**config.mk**
```make
export PLATFORM = sky130hd
export DESIGN_NAME = m6809_bus_master_flat
export DESIGN_NICKNAME = d
export VERILOG_FILES = /design/src/rtl/system86_pkg.sv /design/src/rtl/m6809_bus_master_if.sv /design/src/rtl/m6809_eq_clkgen.sv /design/src/rtl/m6809_bus_master.sv /design/src/flat_wrapper.sv
export SDC_FILE = /design/constraint.sdc
export NUM_CORES = 1
export LEC_CHECK = 0
export CORE_MARGIN = 2
export CORE_UTILIZATION = 40
export CTS_CLUSTER_SIZE = 12
export DETAILED_ROUTE_END_ITERATION = 7
export PLACE_DENSITY = 0.73
export SKIP_CTS_REPAIR_TIMING = 1
export SLEW_MARGIN = 25
export SYNTH_ARGS = -nofsm -noshare
export SYNTH_HDL_FRONTEND = slang
export SYNTH_SLANG_ARGS = --single-unit
```
**constraint.sdc**
```tcl
create_clock -name CLK_6M -period 4.91 [get_ports CLK_6M]
set_clock_uncertainty 0.2 [all_clocks]
set_input_delay 0.491 -clock CLK_6M [delete_from_list [all_inputs] [get_ports CLK_6M]]
set_output_delay 0.491 -clock CLK_6M [all_outputs]
set_load 0.005 [all_outputs]
```
**src/rtl/system86_pkg.sv**
```systemverilog
// rtl/system86_pkg.sv - shared bus-state enum, phase constants and default addresses
package system86_pkg;

    typedef enum logic [1:0] {
        ST_IDLE   = 2'd0,
        ST_HOST   = 2'd1,
        ST_VEC_HI = 2'd2,
        ST_VEC_LO = 2'd3
    } bus_state_e;

    localparam logic [1:0] PH0 = 2'd0;
    localparam logic [1:0] PH1 = 2'd1;
    localparam logic [1:0] PH2 = 2'd2;
    localparam logic [1:0] PH3 = 2'd3;

    localparam logic [15:0] DEF_VEC_ADDR  = 16'hFFF8;
    localparam logic [15:0] DEF_IDLE_ADDR = 16'hFFFF;

    // Q leads E by one phase: Q high in phases 1-2, E high in phases 2-3.
    function automatic logic phase_q_level(input logic [1:0] ph);
        return (ph == PH1) || (ph == PH2);
    endfunction

    function automatic logic phase_e_level(input logic [1:0] ph);
        return (ph == PH2) || (ph == PH3);
    endfunction

endpackage

```
**src/rtl/m6809_bus_master_if.sv**
```systemverilog
// rtl/m6809_bus_master_if.sv - host handshake, bus, interrupt and vector signals of the bus master
interface m6809_bus_master_if;

    logic        req;
    logic        we;
    logic [15:0] addr;
    logic [7:0]  wdata;
    logic        ack;
    logic [7:0]  rdata;
    logic        busy;

    logic [15:0] MA;
    logic [7:0]  MD_IN;
    logic [7:0]  MD_OUT;
    logic        MD_OE;
    logic        nMWE;
    logic        E;
    logic        Q;

    logic        nMINT;
    logic        irq_en;
    logic [15:0] vec;
    logic        vec_valid;

    modport master (
        input  req, we, addr, wdata, MD_IN, nMINT, irq_en,
        output ack, rdata, busy, MA, MD_OUT, MD_OE, nMWE, E, Q, vec, vec_valid
    );

    modport slave (
        output req, we, addr, wdata, MD_IN, nMINT, irq_en,
        input  ack, rdata, busy, MA, MD_OUT, MD_OE, nMWE, E, Q, vec, vec_valid
    );

endinterface

```
**src/rtl/m6809_eq_clkgen.sv**
```systemverilog
// rtl/m6809_eq_clkgen.sv - free-running 2-bit phase counter producing quadrature E and Q
module m6809_eq_clkgen
    import system86_pkg::*;
(
    input  logic       CLK_6M,
    input  logic       rst,
    output logic [1:0] phase,
    output logic       E,
    output logic       Q
);

    logic [1:0] phase_q;
    logic [1:0] phase_d;

    always_comb begin
        phase_d = phase_q + 2'd1;
    end

    always_ff @(posedge CLK_6M or negedge rst) begin
        if (!rst) begin
            phase_q <= PH0;
        end else begin
            phase_q <= phase_d;
        end
    end

    assign phase = phase_q;
    assign E     = phase_e_level(phase_q);
    assign Q     = phase_q_level(phase_q);

endmodule

```
**src/rtl/m6809_bus_master.sv**
```systemverilog
// rtl/m6809_bus_master.sv - 6809-style bus master: host read/write cycles and interrupt vector fetch
module m6809_bus_master
    import system86_pkg::*;
#(
    parameter logic [15:0] VEC_ADDR  = DEF_VEC_ADDR,
    parameter logic [15:0] IDLE_ADDR = DEF_IDLE_ADDR
)(
    input  logic                      CLK_6M,
    input  logic                      rst,
    m6809_bus_master_if.master        bus
);

    logic [1:0]  phase;
    logic        e_clk;
    logic        q_clk;

    m6809_eq_clkgen u_clkgen (
        .CLK_6M (CLK_6M),
        .rst    (rst),
        .phase  (phase),
        .E      (e_clk),
        .Q      (q_clk)
    );

    bus_state_e  state_q, state_d;
    logic [15:0] addr_q, addr_d;
    logic        we_q, we_d;
    logic [7:0]  wdata_q, wdata_d;
    logic [7:0]  hi_q, hi_d;
    logic [7:0]  rdata_q, rdata_d;
    logic [15:0] vec_q, vec_d;
    logic        ack_q, ack_d;
    logic        vec_valid_q, vec_valid_d;
    logic        armed_q, armed_d;
    logic [1:0]  sync_q;

    logic        irq_pending;
    logic        take_host;

    // sync_q[1] is the synchronised nMINT level; idles high so reset never looks like an interrupt.
    always_ff @(posedge CLK_6M or negedge rst) begin
        if (!rst) begin
            sync_q <= 2'b11;
        end else begin
            sync_q <= {sync_q[0], bus.nMINT};
        end
    end

    assign irq_pending = !sync_q[1] && bus.irq_en && armed_q;

    always_ff @(posedge CLK_6M or negedge rst) begin
        if (!rst) begin
            state_q     <= ST_IDLE;
            addr_q      <= '0;
            we_q        <= 1'b0;
            wdata_q     <= '0;
            hi_q        <= '0;
            rdata_q     <= '0;
            vec_q       <= '0;
            ack_q       <= 1'b0;
            vec_valid_q <= 1'b0;
            armed_q     <= 1'b1;
        end else begin
            state_q     <= state_d;
            addr_q      <= addr_d;
            we_q        <= we_d;
            wdata_q     <= wdata_d;
            hi_q        <= hi_d;
            rdata_q     <= rdata_d;
            vec_q       <= vec_d;
            ack_q       <= ack_d;
            vec_valid_q <= vec_valid_d;
            armed_q     <= armed_d;
        end
    end

    // Cycle selection only happens on the phase-3 edge, so every bus cycle spans phases 0..3.
    always_comb begin
        state_d     = state_q;
        addr_d      = addr_q;
        we_d        = we_q;
        wdata_d     = wdata_q;
        hi_d        = hi_q;
        rdata_d     = rdata_q;
        vec_d       = vec_q;
        ack_d       = 1'b0;
        vec_valid_d = 1'b0;
        armed_d     = armed_q | sync_q[1];
        take_host   = 1'b0;

        if (phase == PH3) begin
            case (state_q)
                ST_IDLE, ST_HOST: begin
                    if (state_q == ST_HOST) begin
                        ack_d = 1'b1;
                        if (!we_q) begin
                            rdata_d = bus.MD_IN;
                        end
                    end
                    if (irq_pending) begin
                        state_d = ST_VEC_HI;
                    end else if (bus.req) begin
                        take_host = 1'b1;
                    end else begin
                        state_d = ST_IDLE;
                    end
                end
                ST_VEC_HI: begin
                    hi_d    = bus.MD_IN;
                    state_d = ST_VEC_LO;
                end
                ST_VEC_LO: begin
                    // armed still reads 1 here; the disarm takes effect from this edge on.
                    vec_d       = {hi_q, bus.MD_IN};
                    vec_valid_d = 1'b1;
                    armed_d     = 1'b0;
                    if (bus.req) begin
                        take_host = 1'b1;
                    end else begin
                        state_d = ST_IDLE;
                    end
                end
                default: begin
                    state_d = ST_IDLE;
                end
            endcase

            if (take_host) begin
                state_d = ST_HOST;
                addr_d  = bus.addr;
                we_d    = bus.we;
                wdata_d = bus.wdata;
            end
        end
    end

    logic [15:0] ma;
    logic [7:0]  md_out;
    logic        md_oe;
    logic        n_mwe;

    always_comb begin
        ma     = IDLE_ADDR;
        md_out = '0;
        md_oe  = 1'b0;
        n_mwe  = 1'b1;
        case (state_q)
            ST_HOST: begin
                ma = addr_q;
                if (we_q) begin
                    md_out = wdata_q;
                    md_oe  = (phase != PH0);
                    n_mwe  = !((phase == PH2) || (phase == PH3));
                end
            end
            ST_VEC_HI: ma = VEC_ADDR;
            ST_VEC_LO: ma = VEC_ADDR + 16'd1;
            default:   ma = IDLE_ADDR;
        endcase
    end

    assign bus.MA        = ma;
    assign bus.MD_OUT    = md_out;
    assign bus.MD_OE     = md_oe;
    assign bus.nMWE      = n_mwe;
    assign bus.E         = e_clk;
    assign bus.Q         = q_clk;
    assign bus.ack       = ack_q;
    assign bus.rdata     = rdata_q;
    assign bus.busy      = (state_q != ST_IDLE);
    assign bus.vec       = vec_q;
    assign bus.vec_valid = vec_valid_q;

endmodule

```
**src/flat_wrapper.sv**
```systemverilog
// flat-port wrapper written by rule: the top's interface ports become plain ports
module m6809_bus_master_flat import system86_pkg::*;
#(
    parameter logic [15:0] VEC_ADDR  = DEF_VEC_ADDR,
    parameter logic [15:0] IDLE_ADDR = DEF_IDLE_ADDR
)
  (CLK_6M, rst, bus_req, bus_we, bus_addr, bus_wdata, bus_MD_IN, bus_nMINT, bus_irq_en, bus_ack, bus_rdata, bus_busy, bus_MA, bus_MD_OUT, bus_MD_OE, bus_nMWE, bus_E, bus_Q, bus_vec, bus_vec_valid);
  m6809_bus_master_if bus_i ();
  input  logic CLK_6M;
  input  logic rst;
  input wire logic [$bits(bus_i.req)-1:0] bus_req;
  input wire logic [$bits(bus_i.we)-1:0] bus_we;
  input wire logic [$bits(bus_i.addr)-1:0] bus_addr;
  input wire logic [$bits(bus_i.wdata)-1:0] bus_wdata;
  input wire logic [$bits(bus_i.MD_IN)-1:0] bus_MD_IN;
  input wire logic [$bits(bus_i.nMINT)-1:0] bus_nMINT;
  input wire logic [$bits(bus_i.irq_en)-1:0] bus_irq_en;
  output wire logic [$bits(bus_i.ack)-1:0] bus_ack;
  output wire logic [$bits(bus_i.rdata)-1:0] bus_rdata;
  output wire logic [$bits(bus_i.busy)-1:0] bus_busy;
  output wire logic [$bits(bus_i.MA)-1:0] bus_MA;
  output wire logic [$bits(bus_i.MD_OUT)-1:0] bus_MD_OUT;
  output wire logic [$bits(bus_i.MD_OE)-1:0] bus_MD_OE;
  output wire logic [$bits(bus_i.nMWE)-1:0] bus_nMWE;
  output wire logic [$bits(bus_i.E)-1:0] bus_E;
  output wire logic [$bits(bus_i.Q)-1:0] bus_Q;
  output wire logic [$bits(bus_i.vec)-1:0] bus_vec;
  output wire logic [$bits(bus_i.vec_valid)-1:0] bus_vec_valid;
  assign bus_i.req = bus_req;
  assign bus_i.we = bus_we;
  assign bus_i.addr = bus_addr;
  assign bus_i.wdata = bus_wdata;
  assign bus_i.MD_IN = bus_MD_IN;
  assign bus_i.nMINT = bus_nMINT;
  assign bus_i.irq_en = bus_irq_en;
  assign bus_ack = bus_i.ack;
  assign bus_rdata = bus_i.rdata;
  assign bus_busy = bus_i.busy;
  assign bus_MA = bus_i.MA;
  assign bus_MD_OUT = bus_i.MD_OUT;
  assign bus_MD_OE = bus_i.MD_OE;
  assign bus_nMWE = bus_i.nMWE;
  assign bus_E = bus_i.E;
  assign bus_Q = bus_i.Q;
  assign bus_vec = bus_i.vec;
  assign bus_vec_valid = bus_i.vec_valid;
  m6809_bus_master #(.VEC_ADDR(VEC_ADDR), .IDLE_ADDR(IDLE_ADDR)) u_core (.CLK_6M(CLK_6M), .rst(rst), .bus(bus_i));
endmodule
```
After elaboration in Yosys (flattened, before gate mapping)
Cells that the tools add are included.
Widths: inputs -> output; s select.

word-level totals
  flip-flop bits (word level) = 66
  logic and storage cells = 57

operators by class
  add/subtract/negate cells = 1
  reductions and logical operators = 14
  bitwise logic cells = 2
  multiplexer cells = 22
  eq/ne operators = 6

operator list
  cell                 count
  $pmux 16 s3          1
  $mux 8               2
  $mux 1               14
  $eq 2x2->1 const B   4
  $mux 2               3
  $pmux 2 s3           1
  $reduce_and 2->1     3
  $eq 2x1->1 const B   2
  $reduce_and 4->1     1
  $reduce_bool 2->1    2
  $add 2x1->2 const B  1
  $logic_and 1x1->1    2
  $logic_not 1->1      2
  $logic_not 2->1      1
  $logic_or 1x1->1     2
  $pmux 1 s2           1
  $reduce_or 2->1      1
  $not 1->1            1
  $or 1x1->1           1

Depth between registers and ports, before layout
Gate-level depths: netlist of run 1.

  depth after elaboration = 7
  depth in mapped cells = 6
  mapped depth without buffers = 4

Modules after synthesis
A second synthesis of run 1 with hierarchy kept.

unflattened totals
  cell total of the unflattened synthesis = 185
  area total of the unflattened synthesis = 2835.2 um^2

modules (own cells, without submodules)
  module            area each (um^2)  instances  sequential area each (um^2)  cells each
  m6809_bus_master  2746.4            1          1605.3                       178
  m6809_eq_clkgen   88.8              1          50.0                         7

Least setup slack after synthesis of run 1
Ideal clock, no wire load.

  kind = flip-flop to output port
  start point = register u_core.state_q[1]
  end point = output bus_MD_OUT[0]
  stages on the path, launching flop included = 5
  arrival = 1238 ps
  slack = 2981 ps
  path through = dfrtp_1 > buf_4 > and2b_1 > clkbuf_1 > and3_1

between the ends
  cells in the longest elaborated chain, start to end = 2

RTL lines
  item                      line                     source
  start: declaration        m6809_bus_master.sv:25   bus_state_e state_q, state_d;
  start signal: assignment  m6809_bus_master.sv:64   state_q <= state_d;
  $eq 2x1->1                m6809_bus_master.sv:147  case (state_q)
  $mux 8                    m6809_bus_master.sv:147
  end: declaration          flat_wrapper.sv:22       output wire logic [$bits(bus_i.MD_OUT)-1:0] bus_MD_OUT;

Every way passes these cells.

Worst setup path in the final report of run 1
  start point = register u_core.state_q[1]
  end point = output bus_MD_OUT[7]

The elaborated chain is that of the path after synthesis.

==> results.md, run 1 <==
* Max_slew headroom at 0.429
* Max VDD drop at between 300 and 400 µV
* Die height at 86.3 µm
* Placed cell area at 3680 µm²
* Clock network fraction of total power at 0.317
* Syn_area_per_cell at 14.4 µm²
* PortBufs at 92
* R2R Setup Slk at 2.45 ns
* Cell Area, Synth at 2710 µm²
* Pre-antenna DRT Iters at 3
* Largest net degree at the start of global routing at 67
* Post-synthesis sequential area ratio at 0.612
* Pint at roughly 1.4 mW
* RePlAce Congestion at between 0.7 and 0.8
* Total grt overflow at 0
* Worst-Margin Slew at 0.854 ns
* Core area at 6460 µm²
* CP arrival at 2.31 ns
* Dpl hpwl at 3.78 mm
* Ranking of synthesized cells by area: dfrtp_1 58%, mux2_2 23%, nand2b_1 3.2%
* Maximum Capacitance Violations at 0
* Final ANT Viol Nets at 0
* Most frequent cells in the layout: 91 x clkdlybuf4s50_1, 63 x dfrtp_1, 56 x mux2_2, 14 x nand2b_1, 9 x clkbuf_8
* Primary FF master, synth: dfrtp_1
* Multi-input logic area at slightly below 1000 µm²
* Vias per inst at 4.81
* Max Slew Vio Count at 0
* Post-synth net total at ~230
* Diodes inserted at 0
* Final setup viols at 0
* Synth area leader: dfrtp_1
* CTS tree: done
* CP Capture Type: output port
* Vias in the first global route at roughly 1800
* Die Wd at 86.3 µm
* Tcrit/Tclk final at 0.611
* P_sw at 429 µW
* Switch share at 0.228
* P&R area growth vs syn at 45.8%
* Final hold violation count at 0
* First-pass GRT wire length at between 8 and 9 mm
* Fin util at 0.611
* CTS buffer count at 9
* Seq pwr share at 0.418
* Vias post-DR at 1754
* CP max stage cell: and2b_1
* Flip-flop and latch area at 1660 µm²
* Commonest non-fill, non-tap cell in the layout: clkdlybuf4s50_1
* Htree depth at 3
* Crit-path cells: and2b_1 > and3_1 > clkdlybuf4s50_1
* Async set or reset register ratio after synthesis at 1.00
* Layout cells sized above 1 at 0.288
* Initial antenna violation count at 0
* CP Max Fanout at 26
* Power per cell area at 476 nW/µm²
* Unrepaired setup endpoints after global routing: false
* EDFF count, synth at 0
* Drt wl/cell at 14.8 µm
* Top cell type's share of synthesized area at 0.583
* CTS Buffer Depth at 2
* Combinational Power Share at 0.266
* Fill cell count at 539
* 1st-iter DRT viols at 54
* Worst skew pair latency at 0.33 ns
* Fin Hold WS at approximately 0.13 ns
* Nets at 324
* Fmax at 0.333 GHz
* Worst Reg2Reg Path Length in Cells at 3
* DRT Wirelength at 5.41 mm
* Placement Rows at 29
* Min cycle time layout at 3.00 ns
* DRC at 0
* Reg clk slew, reported paths at approximately 0.07 ns
* Design area at 3950 µm²
* Leakage at 1.69 nW
* CP max stage delay at 0.75 ns
* Req. time, crit path at 4.22 ns
* CTS Root Cell: clkbuf_8
* # IOs at 93
* GRT Util Overall at 0.159
* Final Total Pwr at 1.88 mW
* Synth warn at 0
* Post-Syn Instances at about 190
* Status: finished, final reports clean
* Starting density of the core at 0.419
* Die area at 7440 µm²
* Clk sinks at 66
* CP Class: flop to output port
* Worst Hold Class: primary input to asynchronous set/reset pin
* Setup TNS Final at 0 ns
* Unique cell type count in the Yosys netlist at 25
* Yosys reg bits at between 60 and 70
* Crit start category: flop
==> power by group through the flow <==
stage | combinational (mW) | sequential [mW] | clock [mW]
after floorplan | 0.194 | 0.782 | 0
after global placement | 0.498 | 0.792 | 0
after detailed placement | 0.506 | 0.796 | 0
after CTS | 0.509 | 0.786 | 0.613
after global routing | 0.541 | 0.808 | 0.637
final | 0.499 | 0.785 | 0.595
==> layout make-up <==
class / count / area share
multi-input cells: 105 / 0.244
flip-flops and latches: 66 / 0.420
repair buffers: 94 / 0.238
well taps: 77 / 0.0244
clock buffers: 9 / 0.0314
clock inverters: 7 / 0.0358
inverters: 7 / 0.00666
==> per-stage QoR <==
step,setup slack [ns],std cells
2_1_floorplan,2.98,188
3_3_place_gp,2.09,348
3_5_place_dp,2.25,349
4_1_cts,1.89,365
5_1_grt,1.74,365
6_report,1.91,365
==> state kept, by name (all words and copies together) (netlist names) <==
| name | count |
|---|---|
| u_core.addr_q | 16 |
| u_core.bus.vec | 16 |
| u_core.bus.rdata | 8 |
| u_core.hi_q | 8 |
| u_core.wdata_q | 8 |
| u_core.state_q | 2 |
| u_core.sync_q | 2 |
| u_core.u_clkgen.phase | 2 |
| u_core.armed_q | 1 |
| u_core.bus.ack | 1 |
| u_core.bus.vec_valid | 1 |
| u_core.we_q | 1 |
==> cells in the mapped netlist (2+ instances only) <==
cell,count
or2_2,2
and3_1,8
inv_1,7
a21oi_1,3
dfstp_2,3
ha_1,3
nand2_1,4
clkbuf_1,3
nand2b_1,14
buf_6,2
dfrtp_1,63
mux2_2,56
nand3_1,2
nor2_1,4
buf_2,4
==> kinds of logic after synthesis <==
group	after synthesis	share of synthesized area
compound gates	5	0.0111
mux	57	0.237
buf+inv	17	0.0324
flops	66	0.612
fa+ha+maj	3	0.0139
simple gates	40	0.0939
==> path summary, 6_finish.rpt <==
check,from,endpoint
max,u_core.state_q[1]$_DFFE_PN0N_,bus_MD_OUT[7]
min,rst,u_core.addr_q[7]$_DFFE_PN0P_
max reg2reg,u_core.state_q[1]$_DFFE_PN0N_,u_core.bus.rdata[6]$_DFFE_PN0P_
min reg2reg,u_core.sync_q[0]$_DFF_PN1_,u_core.sync_q[1]$_DFF_PN1_
max in group asynchronous,rst,u_core.state_q[0]$_DFFE_PN0N_
min in group CLK_6M,u_core.sync_q[0]$_DFF_PN1_,u_core.sync_q[1]$_DFF_PN1_
==> critical path, delay by kind of cell (launching register included) <==
kind          cells  cell delay [ns]
buf+inv           1             0.53
flops             1             0.44
simple gates      2             1.00
==> layer usage <==
layer,vias to the layer above,part of all wire,track usage
met3,16,0.040,0.0390
met1,857,0.43,0.207
met5,-,0,0
li1,835,-,-
met2,46,0.49,0.240
met4,0,0.036,0.0966
Power figures use the tool's default switching activity.
==> inputs of run 2 (changes only) <==
==> constraint.sdc (replaced) <==
create_clock -name CLK_6M -period 2.79 [get_ports CLK_6M]
set_clock_uncertainty 0.2 [all_clocks]
set_input_delay 0.279 -clock CLK_6M [delete_from_list [all_inputs] [get_ports CLK_6M]]
set_output_delay 0.279 -clock CLK_6M [all_outputs]
set_load 0.005 [all_outputs]
==> results.md, run 2 (same netlist as run 1, synthesis figures left out) <==
* Status: finished, final reports clean
* R2R Setup Slk at 0.51 ns
* CP Max Fanout at 18
* Max_slew headroom at 0.526
* Terminus of the critical flop-to-flop path: u_core.bus.rdata[2]$_DFFE_PN0P_
* Htree depth at 3
* Initial antenna violation count at 0
* Req. time, crit path at 2.31 ns
* CP arrival at 2.13 ns
* DRC at 0
* Placement Rows at 29
* Commonest non-fill, non-tap cell in the layout: clkdlybuf4s50_1
* Final hold violation count at 0
* Fmax at around 0.38 GHz
* First-pass GRT wire length at 9.12 mm
* Setup TNS Final at 0 ns
* CTS Root Cell: clkbuf_8
* Fin util at 0.608
* Drt wl/cell at 15.0 µm
* Worst skew pair latency at 0.33 ns
* Largest net degree at the start of global routing at 38
* Unrepaired setup endpoints after global routing: false
* Layout cells sized above 1 at 0.292
* Leakage at about 1.7 nW
* CTS buffer count at 9
* CTS tree: done
* Tcrit/Tclk final at 0.935
* Worst Reg2Reg Path Length in Cells at 3
* Clk sinks at 66
* P&R area growth vs syn at 45.1%
* Worst Hold Class: primary input to flop
* Die Wd at 86.3 µm
* Max VDD drop at between 500 and 600 µV
* Crit start category: flop
* Reg clk slew, reported paths at 0.07 ns
* Most frequent cells in the layout: 91 x clkdlybuf4s50_1, 63 x dfrtp_1, 56 x mux2_2, 14 x nand2b_1, 9 x clkbuf_8
* Crit Reg-Reg Startpoint: u_core.state_q[1]$_DFFE_PN0N_
* CTS Buffer Depth at 2
* Vias post-DR at 1746
* Worst-Margin Slew at 0.711 ns
* PortBufs at between 90 and 100
* Die height at approximately 86 µm
* DRT Wirelength at 5.52 mm
* Final setup viols at 0
* Final ANT Viol Nets at 0
* Core area at 6460 µm²
* CP Class: flop to output port
* Vias in the first global route at 1837
* Max Slew Vio Count at 0
* Min cycle time layout at ~2.6 ns
* 1st-iter DRT viols at 81
* Total grt overflow at 0
* RePlAce Congestion at 0.776
* Starting density of the core at 0.419
* GRT Util Overall at 0.162
* Power per cell area at between 700 and 800 nW/µm²
* CP Capture Type: output port
* Worst hold start: bus_nMINT
* Dpl hpwl at 3.94 mm
* # IOs at just over 90
* Nets at 327
* Pre-antenna DRT Iters at 4
* Worst Hold End: u_core.sync_q[0]$_DFF_PN1_
* Vias per inst at approximately 4.7
* Worst Hold Depth at 1
* Die area at around 7400 µm²
* Maximum Capacitance Violations at 0
* Diodes inserted at 0
## run 2: critical path, cell delays in order, from the launching register on
cell and delay [ns]:
dfrtp_1 0.44, and2b_1 0.59, buf_4 0.26, nand2b_1 0.07, clkdlybuf4s50_1 0.44
## run 2: worst max-delay path by stage
| stage | slack [ns] | start | depth (start not counted) | end |
|---|---|---|---|---|
| floorplan | 0.94 | u_core.u_clkgen.phase[1]$_DFF_PN0_ | 5 | u_core.bus.vec[10]$_DFFE_PN0P_ |
| global placement | 0.57 | u_core.state_q[1]$_DFFE_PN0N_ | 3 | u_core.bus.rdata[5]$_DFFE_PN0P_ |
| detailed placement | 0.52 | u_core.state_q[1]$_DFFE_PN0N_ | 3 | u_core.bus.rdata[0]$_DFFE_PN0P_ |
| CTS | 0.16 | u_core.state_q[1]$_DFFE_PN0N_ | 4 | bus_MA[8] |
| global route | 0.02 | u_core.state_q[1]$_DFFE_PN0N_ | 4 | bus_MA[10] |
| finish | 0.18 | u_core.state_q[1]$_DFFE_PN0N_ | 4 | bus_MA[14] |
## run 2: through the flow
step           hold WS, ns  power, mW  instance area, µm²  instances  worst slack (ns)
5_1_grt              0.148       3.32                3930        368            0.0235
3_5_place_dp         0.147       2.30                3700        351             0.525
4_1_cts             -0.194       3.18                3920        367             0.156
3_3_place_gp         0.147       2.28                3700        351             0.571
2_1_floorplan       -0.217       1.72                2710        188             0.944
6_report             0.152       3.13                3930        368             0.183
## run 2: final cells by class
class / instances / area, µm²
Inverter: 7 / 26.3
Clock inverter: 7 / 93.8
Tap cell: 77 / 96.3
Multi-Input combinational cell: 105 / 963
Sequential cell: 66 / 1660
Clock buffer: 9 / 124
Timing Repair Buffer: 97 / 968
Fill cell: 523 / 2530
## run 2: power breakdown
| part | total, mW | leakage [nW] | switching [mW] | internal [mW] |
|---|---|---|---|---|
| combinational | 0.885 | 0.800 | 0.249 | 0.636 |
| sequential | 1.39 | 0.776 | 0.148 | 1.24 |
| clock | 0.861 | 0.105 | 0.360 | 0.501 |
| total | 3.13 | 1.68 | 0.757 | 2.38 |
## run 2: metal layers
metal  routed length (µm)  vias to the layer above  track usage
li1                     -                      838            -
met1                 2430                      855        0.213
met2                 2730                       43        0.245
met3                  241                       10       0.0400
met4                  125                        0       0.0895
met5                    0                        -            0
